==> src/rtl/vga_scan_gen.sv <==
// Raster scan generator: walks a parameterised VGA frame, presents pixel addresses to the
// tracker, and registers RGB, sync and data-enable from the tracker's 'on' response.
module vga_scan_gen #(
    parameter int          PIX_DIV  = 4,
    parameter int          H_ACTIVE = 480,
    parameter int          H_FP     = 16,
    parameter int          H_SYNC   = 48,
    parameter int          H_BP     = 56,
    parameter int          V_ACTIVE = 270,
    parameter int          V_FP     = 3,
    parameter int          V_SYNC   = 5,
    parameter int          V_BP     = 22,
    parameter logic        HS_POL   = 1'b0,
    parameter logic        VS_POL   = 1'b0,
    parameter logic [11:0] FG_COLOR = 12'hFFF,
    parameter logic [11:0] BG_COLOR = 12'h000
) (
    input  logic        CLK,
    input  logic        RESET,
    input  logic        on,
    output logic [13:0] hcnt,
    output logic [23:0] vcnt,
    output logic [3:0]  VGA_R,
    output logic [3:0]  VGA_G,
    output logic [3:0]  VGA_B,
    output logic        VGA_HS,
    output logic        VGA_VS,
    output logic        de,
    output logic        frame_start
);

    localparam int H_TOTAL = H_ACTIVE + H_FP + H_SYNC + H_BP;
    localparam int V_TOTAL = V_ACTIVE + V_FP + V_SYNC + V_BP;
    localparam int DW      = (PIX_DIV > 1) ? $clog2(PIX_DIV) : 1;

    localparam logic [DW-1:0] DIV_LAST  = DW'(PIX_DIV - 1);
    localparam logic [DW-1:0] DIV_LATCH = DW'(1);
    localparam logic [DW-1:0] DIV_ONE   = DW'(1);
    localparam logic [DW-1:0] DIV_ZERO  = DW'(0);
    localparam logic [13:0]   H_LAST    = 14'(H_TOTAL - 1);
    localparam logic [13:0]   V_LAST    = 14'(V_TOTAL - 1);
    localparam logic [13:0]   H_ACT     = 14'(H_ACTIVE);
    localparam logic [13:0]   V_ACT     = 14'(V_ACTIVE);
    localparam logic [13:0]   HS_BEG    = 14'(H_ACTIVE + H_FP);
    localparam logic [13:0]   HS_END    = 14'(H_ACTIVE + H_FP + H_SYNC);
    localparam logic [13:0]   VS_BEG    = 14'(V_ACTIVE + V_FP);
    localparam logic [13:0]   VS_END    = 14'(V_ACTIVE + V_FP + V_SYNC);
    localparam logic [23:0]   ACC_STEP  = 24'(H_ACTIVE);

    logic [DW-1:0] div_cnt_r;
    logic [13:0]   h_pos_r;
    logic [13:0]   v_line_r;
    logic [23:0]   acc_r;
    logic [13:0]   h_nxt_s;
    logic [13:0]   v_nxt_s;
    logic [23:0]   acc_nxt_s;
    logic          tick_s;
    logic          wrap_frame_s;
    logic          act_nxt_s;
    logic          act_cur_s;
    logic [11:0]   pix_s;

    function automatic logic in_active(input logic [13:0] h, input logic [13:0] v);
        return (h < H_ACT) && (v < V_ACT);
    endfunction

    function automatic logic sync_level(input logic [13:0] pos, input logic [13:0] beg,
                                        input logic [13:0] fin, input logic pol);
        return ((pos >= beg) && (pos < fin)) ? pol : ~pol;
    endfunction

    // Next raster position, line accumulator and pixel colour.
    always_comb begin
        tick_s       = (div_cnt_r == DIV_LAST);
        wrap_frame_s = 1'b0;
        h_nxt_s      = h_pos_r;
        v_nxt_s      = v_line_r;
        acc_nxt_s    = acc_r;
        if (!tick_s) begin
            h_nxt_s = h_pos_r;
        end else if (h_pos_r != H_LAST) begin
            h_nxt_s = h_pos_r + 14'd1;
        end else if (v_line_r != V_LAST) begin
            h_nxt_s = 14'd0;
            v_nxt_s = v_line_r + 14'd1;
            // Accumulate the linear line offset instead of multiplying.
            if ((v_line_r + 14'd1) < V_ACT) begin
                acc_nxt_s = acc_r + ACC_STEP;
            end else begin
                acc_nxt_s = acc_r;
            end
        end else begin
            h_nxt_s      = 14'd0;
            v_nxt_s      = 14'd0;
            acc_nxt_s    = 24'd0;
            wrap_frame_s = 1'b1;
        end
        act_nxt_s = in_active(h_nxt_s, v_nxt_s);
        act_cur_s = in_active(h_pos_r, v_line_r);
        if (!act_cur_s) begin
            pix_s = 12'h000;
        end else if (on) begin
            pix_s = FG_COLOR;
        end else begin
            pix_s = BG_COLOR;
        end
    end

    // Pixel divider, raster counters and tracker address outputs.
    always_ff @(posedge CLK) begin
        if (!RESET) begin
            div_cnt_r   <= DIV_ZERO;
            h_pos_r     <= 14'd0;
            v_line_r    <= 14'd0;
            acc_r       <= 24'd0;
            hcnt        <= 14'd0;
            vcnt        <= 24'd0;
            frame_start <= 1'b0;
        end else begin
            div_cnt_r   <= tick_s ? DIV_ZERO : (div_cnt_r + DIV_ONE);
            h_pos_r     <= h_nxt_s;
            v_line_r    <= v_nxt_s;
            acc_r       <= acc_nxt_s;
            frame_start <= wrap_frame_s;
            // Blanking addresses are forced to 0 so the tracker never indexes out of range.
            if (tick_s) begin
                hcnt <= act_nxt_s ? h_nxt_s : 14'd0;
                vcnt <= act_nxt_s ? acc_nxt_s : 24'd0;
            end else begin
                hcnt <= hcnt;
                vcnt <= vcnt;
            end
        end
    end

    // Output latch one CLK after the tracker response has settled.
    always_ff @(posedge CLK) begin
        if (!RESET) begin
            de     <= 1'b0;
            VGA_R  <= 4'h0;
            VGA_G  <= 4'h0;
            VGA_B  <= 4'h0;
            VGA_HS <= ~HS_POL;
            VGA_VS <= ~VS_POL;
        end else if (div_cnt_r == DIV_LATCH) begin
            de     <= act_cur_s;
            VGA_R  <= pix_s[11:8];
            VGA_G  <= pix_s[7:4];
            VGA_B  <= pix_s[3:0];
            VGA_HS <= sync_level(h_pos_r, HS_BEG, HS_END, HS_POL);
            VGA_VS <= sync_level(v_line_r, VS_BEG, VS_END, VS_POL);
        end else begin
            de     <= de;
            VGA_R  <= VGA_R;
            VGA_G  <= VGA_G;
            VGA_B  <= VGA_B;
            VGA_HS <= VGA_HS;
            VGA_VS <= VGA_VS;
        end
    end

endmodule
==> config.mk <==
export PLATFORM = sky130hd
export DESIGN_NAME = vga_scan_gen
export DESIGN_NICKNAME = d
export VERILOG_FILES = /design/src/rtl/vga_scan_gen.sv
export SDC_FILE = /design/constraint.sdc
export NUM_CORES = 1
export LEC_CHECK = 0
export ABC_AREA = 1
export CAP_MARGIN = 20
export CORE_ASPECT_RATIO = 0.7
export CORE_UTILIZATION = 25
export DETAILED_ROUTE_END_ITERATION = 8
export GPL_TIMING_DRIVEN = 0
export PLACE_DENSITY = 0.39
export SKIP_CTS_REPAIR_TIMING = 1
export SLEW_MARGIN = 20
export SYNTH_ARGS = -nofsm -noshare
export SYNTH_HDL_FRONTEND = slang
export SYNTH_SLANG_ARGS = --single-unit
==> constraint.sdc <==
create_clock -name CLK -period 4.3 [get_ports CLK]
set_input_delay 1.29 -clock CLK [delete_from_list [all_inputs] [get_ports CLK]]
set_output_delay 1.29 -clock CLK [all_outputs]
set_load 0.02 [all_outputs]
==> run_results.csv, run 1 <==
group,metric,value,unit
setup_path,critical_path.startpoint,"RESET",
setup_path,crit_family,"buffers and inverters",
grt,pin_count_of_the_biggest_net_entering_global_routing,18,
power,power_leakage,2.466,nW
floorplanning,starting_density_of_the_core,25.92,%
run_status,run_status,"finished clean",
setup_path,reg2reg_setup_slack,1640,ps
cts,cts_sinks,97,
timing,slew_violations,0,
min_path,worst_hold_path.num_cells,2,
power,internal_power,1.365,mW
job,maxCapViolCount,0,
setup_path,r2r_cells,9,
floorplanning,die_width,170.5,µm
timing,final-hold-violation-count,0,
timing,post-route-min-period,2981,ps
logic_synthesis,synthFlopType,"dfxtp_1",
setup_path,data_required_time_of_the_critical_path,4590,ps
floorplanning,die_h,120.0,µm
cells_and_area,post_route_cells_drive_above_1_share,10.63,%
logic_synthesis,synthCells,728,
floorplanning,core.rowCount,42,
power,power-per-cell-area,297.3,nW/µm²
timing,timing.setup.tns,0,ps
floorplanning,design.core.area,19180,µm²
placed_design,detailedPlace.worstSlack,945.2,ps
logic_synthesis,synthDominantAreaCellType,"dfxtp_1",
power,switching_power,462.4,µW
logic_synthesis,asyncSetResetFlopFracSynth,0,%
setup_path,cp_cell_sequence,"clkdlybuf4s50_1 > nand2_1 > a21oi_1 > buf_2 > nand3_1 > o21ai_1",
power,sequentialPowerShare,49.9,%
logic_synthesis,synth_enable_flop_cells,0,
logic_synthesis,post_synth.cell_area_avg,6.828,µm²
cts,clkLatencyLatePin,350,ps
cts,h_tree_levels,3,
setup_path,cpPeakStageDelay,620,ps
setup_path,cp_slowest_cell,"a21oi_1",
setup_path,worst_setup_path_start_kind,"input port",
cts,cts-buffers-inserted,9,
grt,first_pass_grt_wire_length,24.12,mm
timing,unrepaired_setup_endpoints_after_global_routing,"false",
placed_design,globalplace.congestion,0.8442,
drt,route.antenna.remaining_nets,0,
timing,finalSetupViolCount,0,
cts,path_clk_slew,80,ps
min_path,holdPathEnd,"hcnt[11]",
power,power.share.combinational,6.0,%
min_path,timing.hold.worst.start,"hcnt[11]",
setup_path,worst_r2r_endpoint,"vcnt[21]",
setup_path,critical_path_depth,6,
logic_synthesis,synthesis.yosys.warnings,0,
setup_path,worst_ep_arrival_time,3270,ps
power,share_clk_of_total_power,44.1,%
placed_design,placement.io_buffers,56,
drt,drt_iter0_drc,278,
timing,fmax,335.4,MHz
cells_and_area,layout.nets,806,
logic_synthesis,mappedNetlistArea,4971,µm²
setup_path,endpoint_kind,"register",
min_path,timing.hold.worst.class,"reg -> reg",
grt,vias_in_the_first_global_route,4530,
grt,gr-total-overflow,0,
drt,drc,0,
cts,clock_tree_from_tritoncts,"yes",
logic_synthesis,synthMostInstantiatedCell,"nand2_1",
timing,post-route-period-util,69.33,%
setup_path,rr_startpoint,"h_pos_r[0]",
timing,worst_pin_slew,768.0,ps
floorplanning,num_io_pins,57,
cells_and_area,final_cell_count_no_fill,1064,
logic_synthesis,yosysUniqueCellTypes,38,
setup_path,buffering_stage_count_on_the_worst_path_with_inverters_included,2,
grt,grtUsageTotal,15.42,%
drt,vias_per_cell,4.518,
timing,worst_clk_skew,11.02,ps
power,vdd_drop_max,0.1405,mV
grt,grt_antenna_before_repair,0,
logic_synthesis,seq_area_frac_synth,39.06,%
cells_and_area,number_of_antenna_cells_inserted,0,
timing,timing.max_slew.rel_slack,48.80,%
cts,deepest_clock_path_buffer_count,2,
logic_synthesis,synth_commonest_cells,"nand2_1, dfxtp_1, nor2_1",
logic_synthesis,ys_top_cells_by_area,"dfxtp_1, nand2_1, nor2_1, nand3_1, inv_1",
placed_design,placed_cells,1048,
power,netSwitchingFraction,25.30,%
drt,wirelength,15.09,mm
floorplanning,die-area,20460,µm²
drt,average_wire_per_cell_in_the_routed_design,14.18,µm
logic_synthesis,synth-seq-cells,97,
logic_synthesis,synth.top_cell.area_share,39.06,%
power,fin_total_pwr,1.828,mW
setup_path,critical_path_peak_fanout,10,
cts,ctsRootBufferMaster,"clkbuf_16",
cells_and_area,final_core_util,32.05,%
cells_and_area,flow.area_growth_from_synthesis,23.68,%
drt,drt-pass1-iter-count,5,
logic_synthesis,synthesis.nets,739,
setup_path,criticalPathCategory,"in -> reg",
placed_design,dp.final_hpwl,11.51,mm
drt,via_count,4807,
timing,timing.final.ws_setup,1319,ps
-- cell families (layout without fill, tap and decap cells) --
kind of cell	after synthesis	count (layout)	share of synthesized area, %
flip-flops	97	97	39.06
XOR/XNOR	4	4	0.7047
buffers and inverters	111	183	10.29
AND/OR/NAND/NOR	417	417	36.70
adder cells (fa/ha/maj)	8	8	2.014
AO/OA/AOI/OAI	91	91	11.23
-- tightest hold or removal path: cells and delay by family (launching register included) --
kind,cells,cell delay (ps)
flops,1,310
simple gates,2,90
-- power by group through the flow --
stage / logic [mW] / clock network, mW / registers, mW
6_report: 0.110 / 0.806 / 0.913
3_3_place_gp: 0.110 / 0 / 0.934
4_1_cts: 0.111 / 0.836 / 0.913
2_1_floorplan: 0.0573 / 0 / 0.938
5_1_grt: 0.119 / 0.867 / 0.914
3_5_place_dp: 0.111 / 0 / 0.934
-- layout by cell type, fill, tap and decap left out, types with 2 or more instances in the layout --
cell type | synthesis | layout
o21ai_2 | 18 | 18
a21oi_1 | 20 | 20
nor2_2 | 7 | 7
o21ai_1 | 7 | 7
nand3_2 | 4 | 4
nand3_1 | 63 | 63
buf_2 | 4 | 4
o21ai_0 | 36 | 36
nor2_1 | 88 | 88
inv_1 | 73 | 73
xor2_1 | 4 | 4
ha_1 | 8 | 8
o22ai_1 | 2 | 2
clkdlybuf4s50_1 | 0 | 56
nor4_1 | 2 | 2
nand4_1 | 23 | 23
buf_4 | 12 | 12
o21bai_2 | 2 | 2
clkinv_2 | 0 | 2
inv_6 | 0 | 3
clkbuf_1 | 10 | 10
nand2_1 | 210 | 210
buf_6 | 6 | 6
nand2_2 | 2 | 2
nor3_1 | 7 | 7
nor2_4 | 4 | 4
clkbuf_16 | 0 | 9
or2_2 | 2 | 2
dfxtp_1 | 97 | 97
clkinv_1 | 2 | 2
inv_2 | 4 | 4
-- through the flow --
stage / hold WS [ps] / area [µm²]
after CTS: 443.0 / 6148
after global routing: 471.2 / 6148
after detailed placement: 430.0 / 5862
final: 442.8 / 6148
after global placement: 428.3 / 5862
after floorplan: 421.5 / 4971
-- layout make-up --
cell class | instances | area [µm²]
Fill cell | 2071 | 13030
Multi-Input combinational cell | 520 | 2517
Sequential cell | 97 | 1942
Timing Repair Buffer | 56 | 560.5
Tap cell | 264 | 330.3
Inverter | 79 | 296.5
Clock buffer | 10 | 239.0
Buffer | 32 | 215.2
Clock inverter | 6 | 47.55
-- flip-flops by register name, indices dropped and copies added (netlist names) --
signal,cells
h_pos_r,14
VGA_R,1
acc_r,24
div_cnt_r,2
hcnt,14
vcnt,24
VGA_VS,1
v_line_r,14
de,1
VGA_HS,1
frame_start,1
-- worst max path at each step --
stage | endpoint | slack, ps
4_1_cts | VGA_R[0] | 1280
3_3_place_gp | vcnt[21] | 920
5_1_grt | acc_r[21] | 1160
2_1_floorplan | vcnt[14] | 2050
6_report | vcnt[21] | 1320
3_5_place_dp | vcnt[21] | 950
-- layer usage --
metal  up-vias  global-route usage [%]  wire [µm]
li1       2458                       -          -
met3        12                   3.430        811
met2       125                   21.48       5860
met4         0                   3.716        146
met1      2212                   23.44       8266
met5         -                       0          0
Note: power is estimated with default switching activity, not from simulation.
==> inputs of run 2 (changes only) <==
--- a/config.mk
+++ b/config.mk
@@ -11,7 +11,7 @@
 export CORE_UTILIZATION = 25
 export DETAILED_ROUTE_END_ITERATION = 8
 export GPL_TIMING_DRIVEN = 0
-export PLACE_DENSITY = 0.39
+export PLACE_DENSITY = 0.4
 export SKIP_CTS_REPAIR_TIMING = 1
 export SLEW_MARGIN = 20
 export SYNTH_ARGS = -nofsm -noshare
==> constraint.sdc (replaced) <==
create_clock -name CLK -period 2.4 [get_ports CLK]
set_input_delay 0.72 -clock CLK [delete_from_list [all_inputs] [get_ports CLK]]
set_output_delay 0.72 -clock CLK [all_outputs]
set_load 0.02 [all_outputs]
==> run 2 against run 1 <==
Clock power up 92%. Cell count up 1.5%. Clock skew down 3.9 ps. Clock-buffer cell count unchanged. Worst setup slack worse by 1200 ps. Utilization up 2.5 points. Final area up 7.8%. Sequential share of layout area down 1.8 points. Hold slack worse by 7.5 ps. Die area unchanged. Sequential cell count unchanged. Power up 86%. Highest routed layer unchanged.
==> run_results.csv, run 2 (synthesized netlist as in run 1, its figures left out) <==
group,metric,value,unit
run_status,run_status,"finished clean",
power,vdd_drop_max,0.3189,mV
cts,ctsRootBufferMaster,"clkbuf_16",
cells_and_area,n_fill_cell,2064,
cells_and_area,layout_common_cells,"nand2_1, dfxtp_1, nor2_1",
cts,clock_tree_from_tritoncts,"yes",
drt,drc,0,
floorplanning,die_h,120.0,µm
cells_and_area,largest_registers,"acc_r (24), vcnt (24)",
floorplanning,core.rowCount,42,
timing,worst_pin_slew,648.7,ps
grt,grtUsageTotal,14.84,%
floorplanning,num_io_pins,57,
power,power-per-cell-area,511.8,nW/µm²
drt,route.antenna.remaining_nets,0,
cells_and_area,final_cell_count_no_fill,1080,
setup_path,r2r_cells,12,
drt,average_wire_per_cell_in_the_routed_design,14.02,µm
cts,cts-buffers-inserted,9,
floorplanning,die-area,20460,µm²
min_path,timing.hold.worst.class,"reg -> reg",
setup_path,endpoint_kind,"output pin",
timing,final-hold-violation-count,0,
timing,timing.final.ws_setup,136.8,ps
timing,timing.max_slew.rel_slack,56.36,%
setup_path,critical_path_peak_fanout,13,
placed_design,placed_cells,1048,
cells_and_area,number_of_antenna_cells_inserted,0,
setup_path,worst_ep_arrival_time,1540,ps
cells_and_area,post_route_cells_drive_above_1_share,18.75,%
timing,finalSetupViolCount,0,
min_path,worst_hold_path.num_cells,2,
cells_and_area,flow.area_growth_from_synthesis,33.30,%
cts,deepest_clock_path_buffer_count,2,
grt,grt_antenna_before_repair,0,
placed_design,placement.io_buffers,56,
cts,h_tree_levels,3,
timing,fmax,441.8,MHz
power,power_leakage,2.626,nW
timing,post-route-min-period,2263,ps
setup_path,worst_setup_path_start_kind,"register",
floorplanning,starting_density_of_the_core,25.92,%
drt,via_count,4855,
setup_path,criticalPathCategory,"reg -> out",
placed_design,dp.final_hpwl,11.35,mm
cts,cts_sinks,97,
floorplanning,die_width,170.5,µm
timing,worst_clk_skew,7.157,ps
cts,clkLatencyLatePin,350,ps
drt,wirelength,15.14,mm
floorplanning,design.core.area,19180,µm²
drt,vias_per_cell,4.495,
cts,path_clk_slew,70,ps
timing,post-route-period-util,94.30,%
timing,slew_violations,0,
grt,pin_count_of_the_biggest_net_entering_global_routing,18,
setup_path,data_required_time_of_the_critical_path,1680,ps
placed_design,globalplace.congestion,0.8655,
drt,drt_iter0_drc,359,
grt,gr-total-overflow,0,
placed_design,detailedPlace.worstSlack,-371.1,ps
job,maxCapViolCount,0,
grt,first_pass_grt_wire_length,23.10,mm
drt,drt-pass1-iter-count,5,
cells_and_area,final_common_cell,"nand2_1",
cells_and_area,layout.nets,822,
timing,unrepaired_setup_endpoints_after_global_routing,"true",
grt,vias_in_the_first_global_route,4241,
-- run 2: metal layers --
layer	vias up	wire length [µm]	global-route usage [%]
li1	2506	-	-
met1	2220	8346	23.30
met2	120	5871	19.62
met3	9	830	3.496
met4	0	91	3.547
met5	-	0	0
-- run 2: path summary, 6_finish.rpt --
path,end,start,slack (ps)
setup / recovery,VGA_B[2],VGA_R[2],140
hold / removal,hcnt[10],hcnt[10],440
setup reg to reg,vcnt[11],div_cnt_r[0],140
hold reg to reg,hcnt[10],hcnt[10],440
-- run 2: layout make-up --
type / count / area (µm²) / area share [%]
Timing Repair Buffer: 72 / 714.4 / 10.78
Multi-Input combinational cell: 520 / 2749 / 41.48
Tap cell: 264 / 330.3 / 4.985
Inverter: 79 / 300.3 / 4.532
Buffer: 32 / 249.0 / 3.758
Clock buffer: 10 / 239.0 / 3.606
Clock inverter: 6 / 72.57 / 1.095
Sequential cell: 97 / 1972 / 29.76
-- run 2: report_power, final --
part           switching, mW  internal [mW]  total (mW)  leakage, nW
combinational          0.123         0.0867       0.210         1.68
clock                  0.692          0.853        1.55        0.155
sequential            0.0160           1.62        1.64        0.791
total                  0.831           2.56        3.39         2.63
-- run 2: per-stage QoR --
stage               setup TNS [ps]  power (mW)  area [µm²]  util, %  hold WS [ps]
floorplan                        0       1.783        4971        -         421.5
global placement            -11550       1.869        5862    30.56         428.6
detailed placement          -10690       1.871        5862    30.56         431.5
CTS                          -8118       3.438        6173    32.19         439.9
global route                -69.01       3.541        6626    34.55         444.5
finish                           0       3.391        6626    34.55         435.3
-- run 2: worst max-delay path, cell delays in order, from the launching register on --
cell	delay [ps]
dfxtp_2	450
buf_4	140
clkdlybuf4s50_1	600
